==> src/rtl/instr_encoder_pkg.sv <==
// Shared definitions for the instruction encoder: class codes, opcodes,
// branch func3 values and FSM state encoding.
package instr_encoder_pkg;

  typedef enum logic [2:0] {
    CLS_R    = 3'd0,
    CLS_I    = 3'd1,
    CLS_S    = 3'd2,
    CLS_B    = 3'd3,
    CLS_U    = 3'd4,
    CLS_J    = 3'd5,
    CLS_LW   = 3'd6,
    CLS_JALR = 3'd7
  } instr_class_t;

  localparam logic [6:0] OP_R    = 7'b0110011;
  localparam logic [6:0] OP_I    = 7'b0010011;
  localparam logic [6:0] OP_S    = 7'b0100011;
  localparam logic [6:0] OP_B    = 7'b1100011;
  localparam logic [6:0] OP_U    = 7'b0110111;
  localparam logic [6:0] OP_J    = 7'b1101111;
  localparam logic [6:0] OP_LW   = 7'b0000011;
  localparam logic [6:0] OP_JALR = 7'b1100111;

  // Branch func3 as decoded by our pipeline (not the standard RISC-V map).
  localparam logic [2:0] F3_BEQ = 3'b000;
  localparam logic [2:0] F3_BNE = 3'b001;
  localparam logic [2:0] F3_BLT = 3'b010;
  localparam logic [2:0] F3_BGE = 3'b011;

  typedef enum logic [1:0] {
    ST_IDLE = 2'd0,
    ST_ENC  = 2'd1,
    ST_WR   = 2'd2,
    ST_FULL = 2'd3
  } state_t;

  function automatic logic is_branch_f3(input logic [2:0] f3);
    return (f3 == F3_BEQ) || (f3 == F3_BNE) || (f3 == F3_BLT) || (f3 == F3_BGE);
  endfunction

endpackage

==> src/rtl/instr_encoder_packer.sv <==
// Combinational field packer: class + fields + immediate -> 32-bit word.
// Fields a class does not use stay zero.
module instr_packer
  import instr_encoder_pkg::*;
(
  input  logic [2:0]  cls,
  input  logic [2:0]  func3,
  input  logic        func7b5,
  input  logic [4:0]  rd,
  input  logic [4:0]  rs1,
  input  logic [4:0]  rs2,
  input  logic [31:0] imm,
  output logic [31:0] word
);

  always_comb begin
    word = '0;
    case (instr_class_t'(cls))
      CLS_R: begin
        word[6:0]   = OP_R;
        word[11:7]  = rd;
        word[14:12] = func3;
        word[19:15] = rs1;
        word[24:20] = rs2;
        word[30]    = func7b5;
      end
      CLS_I: begin
        word[6:0]   = OP_I;
        word[11:7]  = rd;
        word[14:12] = func3;
        word[19:15] = rs1;
        word[31:20] = imm[11:0];
      end
      CLS_S: begin
        word[6:0]   = OP_S;
        word[11:7]  = imm[4:0];
        word[14:12] = func3;
        word[19:15] = rs1;
        word[24:20] = rs2;
        word[31:25] = imm[11:5];
      end
      CLS_B: begin
        word[6:0]   = OP_B;
        word[7]     = imm[11];
        word[11:8]  = imm[4:1];
        word[14:12] = func3;
        word[19:15] = rs1;
        word[24:20] = rs2;
        word[30:25] = imm[10:5];
        word[31]    = imm[12];
      end
      CLS_U: begin
        word[6:0]   = OP_U;
        word[11:7]  = rd;
        word[31:12] = imm[31:12];
      end
      CLS_J: begin
        word[6:0]   = OP_J;
        word[11:7]  = rd;
        word[19:12] = imm[19:12];
        word[20]    = imm[11];
        word[30:21] = imm[10:1];
        word[31]    = imm[20];
      end
      CLS_LW: begin
        // func3 deliberately left at 000 for loads and JALR.
        word[6:0]   = OP_LW;
        word[11:7]  = rd;
        word[19:15] = rs1;
        word[31:20] = imm[11:0];
      end
      CLS_JALR: begin
        word[6:0]   = OP_JALR;
        word[11:7]  = rd;
        word[19:15] = rs1;
        word[31:20] = imm[11:0];
      end
      default: word = '0;
    endcase
  end

endmodule

==> src/rtl/instr_encoder.sv <==
// Instruction encoder: captures fields, packs them, writes one word per
// 3 cycles into instruction memory. INSTR_ENCODER_CHECK_EN enables
// immediate range checking. Handshake: in_valid & in_ready on a rising edge
// transfers all in_* fields; in_ready is high only in IDLE.
module instr_encoder
  import instr_encoder_pkg::*;
#(
  parameter logic [31:0] BASE_ADDR = 32'h0000_0000,
  parameter int          DEPTH     = 256
) (
  input  logic                    clk,
  input  logic                    rst_n,
  input  logic                    clear,
  input  logic                    in_valid,
  output logic                    in_ready,
  input  logic [2:0]              in_class,
  input  logic [2:0]              in_func3,
  input  logic                    in_func7b5,
  input  logic [4:0]              in_rd,
  input  logic [4:0]              in_rs1,
  input  logic [4:0]              in_rs2,
  input  logic [31:0]             in_imm,
  output logic                    imem_we,
  output logic [31:0]             imem_addr,
  output logic [31:0]             imem_wdata,
  output logic [$clog2(DEPTH):0]  count,
  output logic                    full,
  output logic                    err,
  output logic [1:0]              state
);

  localparam int CW = $clog2(DEPTH) + 1;

  state_t          state_q;
  logic [2:0]      cls_q;
  logic [2:0]      f3_q;
  logic            f7_q;
  logic [4:0]      rd_q;
  logic [4:0]      rs1_q;
  logic [4:0]      rs2_q;
  logic [31:0]     imm_q;
  logic [31:0]     wdata_q;
  logic [CW-1:0]   count_q;
  logic            err_q;
  logic [31:0]     word;
  logic [CW-1:0]   count_inc;
  logic            branch_bad;
  logic            imm_bad;

  instr_packer u_packer (
    .cls     (cls_q),
    .func3   (f3_q),
    .func7b5 (f7_q),
    .rd      (rd_q),
    .rs1     (rs1_q),
    .rs2     (rs2_q),
    .imm     (imm_q),
    .word    (word)
  );

  assign count_inc  = count_q + CW'(1);
  assign branch_bad = (instr_class_t'(cls_q) == CLS_B) && !is_branch_f3(f3_q);

`ifdef INSTR_ENCODER_CHECK_EN
  logic fits12, fits13, fits21;
  assign fits12 = (&imm_q[31:11]) | ~(|imm_q[31:11]);
  assign fits13 = (&imm_q[31:12]) | ~(|imm_q[31:12]);
  assign fits21 = (&imm_q[31:20]) | ~(|imm_q[31:20]);

  always_comb begin
    imm_bad = 1'b0;
    case (instr_class_t'(cls_q))
      CLS_I, CLS_S, CLS_LW, CLS_JALR: imm_bad = !fits12;
      CLS_B:                          imm_bad = !fits13 || imm_q[0];
      CLS_J:                          imm_bad = !fits21 || imm_q[0];
      CLS_U:                          imm_bad = |imm_q[11:0];
      default:                        imm_bad = 1'b0;
    endcase
  end
`else
  assign imm_bad = 1'b0;
`endif

  always_ff @(posedge clk or negedge rst_n) begin
    if (!rst_n) begin
      state_q <= ST_IDLE;
      cls_q   <= '0;
      f3_q    <= '0;
      f7_q    <= 1'b0;
      rd_q    <= '0;
      rs1_q   <= '0;
      rs2_q   <= '0;
      imm_q   <= '0;
      wdata_q <= '0;
      count_q <= '0;
      err_q   <= 1'b0;
    end else if (clear) begin
      state_q <= ST_IDLE;
      count_q <= '0;
      err_q   <= 1'b0;
    end else begin
      case (state_q)
        ST_IDLE: begin
          if (in_valid) begin
            cls_q   <= in_class;
            f3_q    <= in_func3;
            f7_q    <= in_func7b5;
            rd_q    <= in_rd;
            rs1_q   <= in_rs1;
            rs2_q   <= in_rs2;
            imm_q   <= in_imm;
            state_q <= ST_ENC;
          end
        end
        ST_ENC: begin
          wdata_q <= word;
          if (branch_bad || imm_bad) err_q <= 1'b1;
          state_q <= imm_bad ? ST_IDLE : ST_WR;
        end
        ST_WR: begin
          count_q <= count_inc;
          state_q <= (count_inc == CW'(DEPTH)) ? ST_FULL : ST_IDLE;
        end
        ST_FULL: state_q <= ST_FULL;
        default: state_q <= ST_IDLE;
      endcase
    end
  end

  // clear gates the write strobe so a word sitting in WR is dropped.
  assign imem_we    = (state_q == ST_WR) && !clear;
  assign imem_addr  = BASE_ADDR + (32'(count_q) << 2);
  assign imem_wdata = wdata_q;
  assign in_ready   = (state_q == ST_IDLE);
  assign full       = (state_q == ST_FULL);
  assign count      = count_q;
  assign err        = err_q;
  assign state      = state_q;

endmodule

==> config.mk <==
export PLATFORM = sky130hd
export DESIGN_NAME = instr_encoder
export DESIGN_NICKNAME = d
export VERILOG_FILES = /design/src/rtl/instr_encoder_pkg.sv /design/src/rtl/instr_encoder_packer.sv /design/src/rtl/instr_encoder.sv
export SDC_FILE = /design/constraint.sdc
export NUM_CORES = 1
export LEC_CHECK = 0
export ABC_AREA = 0
export CORE_MARGIN = 5
export CORE_UTILIZATION = 51
export CTS_CLUSTER_DIAMETER = 60
export CTS_CLUSTER_SIZE = 16
export DETAILED_ROUTE_END_ITERATION = 16
export GPL_ROUTABILITY_DRIVEN = 0
export GPL_TIMING_DRIVEN = 1
export HOLD_SLACK_MARGIN = 0.05
export PLACE_DENSITY = 0.85
export SLEW_MARGIN = 20
export SYNTH_ARGS = -nofsm -noshare
export SYNTH_HDL_FRONTEND = slang
export SYNTH_SLANG_ARGS = --single-unit
==> constraint.sdc <==
create_clock -name clk -period 2.6 [get_ports clk]
set_input_delay 0.52 -clock clk [delete_from_list [all_inputs] [get_ports clk]]
set_output_delay 0.52 -clock clk [all_outputs]
set_load 0.05 [all_outputs]
==> summary.txt <==
STA
  • Slew headroom: 0.577
  • Final setup fails: 0
  • Crit path time final: around 2.4 ns
  • Fin. max-slew vios: 0
  • Max Freq: roughly 0.41 GHz
  • Total negative slack: 0 ns
  • Period utilisation layout: 0.929
  • Final Hold Viols: 0
  • Final worst slack: 0.184 ns
  • Fin Clk Skew: 0.00975 ns
  • RSZ-0062 raised after global routing: no
  • Slew @ Worst Pin: ~0.63 ns

Layout
  • Most frequent cells in the layout: 111 x clkdlybuf4s50_1, 97 x dfrtp_1, 54 x nand2_1
  • Area delta synth->final: 27.3%
  • Layout cells sized above 1: 0.160
  • Design area: a little under 6000 um2
  • Ant diodes: 0
  • Area of the multi-input gates: 1920 um2
  • Register area: 2430 um2
  • Nets: 575
  • Fillers: around 680
  • Most common cell after layout, fill and taps aside: clkdlybuf4s50_1

Die
  • DIE HEIGHT: 106 um
  • Die area: 11200 um2
  • Row Count: 35
  • Core area: 9060 um2
  • Starting Density: 0.515
  • Chip Width: 106 um
  • IO Count: 137

CTS
  • CTS Buffer Depth: 2
  • TritonCTS Buffers: 9
  • Postcts setup bufs: 0
  • CTS Root Cell: clkbuf_8
  • Hold buffers post-CTS: 0
  • Clock sinks: 97
  • TritonCTS clock tree: done
  • Clock slew at reported path FFs: 0.10 ns
  • CTS H-tree depth: 3
  • Post-cts resize count: 0
  • Worst skew pair latency: 0.36 ns

Power
  • Psw: 2.02 mW
  • Comb pwr share: 0.392
  • Static leakage: 2.57 nW
  • Reg power frac: 0.413
  • Pwr/cell area: 864 nW/um2
  • Total power: roughly 5.1 mW
  • Clock power frac: 0.194
  • Sw Ratio: 0.393
  • Internal Power: 3.12 mW
  • Peak supply drop: 0.394 mV

GRT
  • Initial antenna violation count: 0
  • Total track usage: 0.188
  • Largest net degree at the start of global routing: 57
  • Number of global-route vias before repair: 3376
  • Grt ovf: 0
  • First-pass GRT wire length: 16900 um

Drt
  • DRC viols: 0
  • WL final: 10600 um
  • Vias: between 3000 and 4000
  • Vias per Instance: 5.31
  • Routed Antenna Nets: 0
  • Wirelength per Cell: between 15 and 20 um
  • Drt first pass iters: 4
  • Detailed Route Iter0 Violations: roughly 190

Synth
  • Sequential area share after synthesis: 0.520
  • Cell count after synthesis: 414
  • Asr flop ratio synth: 1.00
  • Dominant synthesized flop cell: dfrtp_1
  • Yosys warning count: 0
  • Netlist cell types: 39
  • Syn Std Cell Area: ~4700 um2
  • Number of synthesized flops with an enable pin: 0
  • Number of synthesized register bits: 97
  • Avg Inst Size Synth: 11.3 um2

Worst setup path
  • R2R Setup Slk: 0.69 ns
  • Setup crit start kind: flop
  • Reg2reg path depth: 4
  • Reg2reg start: cls_q[2]$_DFFE_PN0P_
  • Worst EP arrival: between 1.5 and 2 ns
  • Crit path max-delay cell type: clkdlybuf4s50_1
  • Critical Path, Cell by Cell: and2_1, clkdlybuf4s50_1
  • Setup crit end kind: output pin
  • Buf/Inv on CP: 1
  • Worst flop-to-flop path endpoint: imem_wdata[22]$_DFFE_PN0P_
  • Crit path largest cell delay: 0.80 ns
  • Max FO, Critical Path: 9
  • Setup crit start: state[1]$_DFFE_PN0P_
  • Crit Path Class: flop to output pin
  • Largest delay contributor family on the critical path: buffers and inverters
  • Worst endpoint required time: 2.08 ns

Place
  • Dpl hpwl: between 7000 and 8000 um
  • Setup WS pre-CTS: 0.374 ns
  • Port bufs: about 110
  • Area after DPL: about 5700 um2

Hold path
  • Worst min path class: input pin to async pin

Outcome
  • Status: finished clean

Run
  • Max_cap viols: 0
## synthesized netlist by cell type, drive strengths merged, types with 2 or more instances
| library cell | instances | share of area |
|---|---|---|
| o22ai | 2 | 0.0027 |
| nor3 | 6 | 0.0088 |
| and3 | 2 | 0.0038 |
| xor2 | 3 | 0.0056 |
| a221oi | 3 | 0.0056 |
| ha | 2 | 0.0054 |
| o2111ai | 2 | 0.0038 |
| mux2i | 7 | 0.015 |
| dfrtp | 97 | 0.52 |
| nand4 | 3 | 0.0040 |
| a21oi | 9 | 0.0096 |
| nand2b | 2 | 0.0027 |
| buf | 48 | 0.077 |
| nor2 | 38 | 0.031 |
| inv | 5 | 0.0040 |
| a31oi | 14 | 0.019 |
| mux2 | 52 | 0.15 |
| o22a | 4 | 0.0075 |
| xnor2 | 6 | 0.011 |
| o221ai | 5 | 0.0094 |
| o21ai | 23 | 0.025 |
| clkbuf | 7 | 0.0056 |
| nand2 | 54 | 0.043 |
| nand3 | 10 | 0.011 |
## stage by stage
step / cells / hold slack (ns) / utilization
2_1_floorplan: 436 / 0.224 / -
3_3_place_gp: 615 / 0.454 / 0.633
3_5_place_dp: 615 / 0.479 / 0.633
4_1_cts: 631 / 0.149 / 0.655
5_1_grt: 631 / 0.169 / 0.655
6_report: 631 / 0.136 / 0.655
## state kept, by name, indices dropped and copies added (netlist names)
| register | flops |
|---|---|
| rs1_q | 5 |
| imem_wdata | 31 |
| count | 9 |
| f7_q | 1 |
| err | 1 |
| rs2_q | 5 |
| cls_q | 3 |
| rd_q | 5 |
| state | 2 |
| f3_q | 3 |
| imm_q | 32 |
## power by group through the flow
stage	sequential [mW]	clock [mW]	combinational, mW
after CTS	2.12	1.01	2.03
after global routing	2.18	1.07	2.12
after detailed placement	2.15	0	2.02
final	2.12	0.999	2.01
after global placement	2.13	0	1.98
after floorplan	2.70	0	0.793
## cell families after synthesis
| kind of cell | Yosys count | synth area share |
|---|---|---|
| buffers and inverters | 60 | 0.0871 |
| AND/OR/NAND/NOR | 119 | 0.110 |
| flip-flops | 97 | 0.520 |
| other | 1 | 0.000803 |
| multiplexers | 59 | 0.169 |
| XOR/XNOR | 9 | 0.0169 |
| AO/OA/AOI/OAI | 67 | 0.0909 |
| adder cells (fa/ha/maj) | 2 | 0.00536 |
## per-layer routing
layer  global-route usage  routed length, um  vias to the layer above
met1                0.245               4660                     1633
li1                     -                  -                     1584
met4               0.0712                211                        0
met2                0.307               5140                      119
met5                    0                  0                        -
met3               0.0423                620                       17
## area by class of cell
type	count	share of cell area
timing repair buffer	123	0.208
inverter	5	0.00316
sequential	97	0.409
multi-input combinational	279	0.323
clock inverter	7	0.0131
tap	111	0.0234
clock buffer	9	0.0208
## worst max-delay path by stage
stage                                 to  slack (ns)  cells past startpoint
finish                              full        0.18                      2
global route                        full        0.11                      2
CTS                                 full        0.16                      2
detailed placement  imm_q[2]$_DFFE_PN0P_        0.37                      5
global placement    imm_q[9]$_DFFE_PN0P_        0.45                      5
floorplan                        imem_we        0.48                      3
No activity file was read; power rests on OpenSTA's default activity.
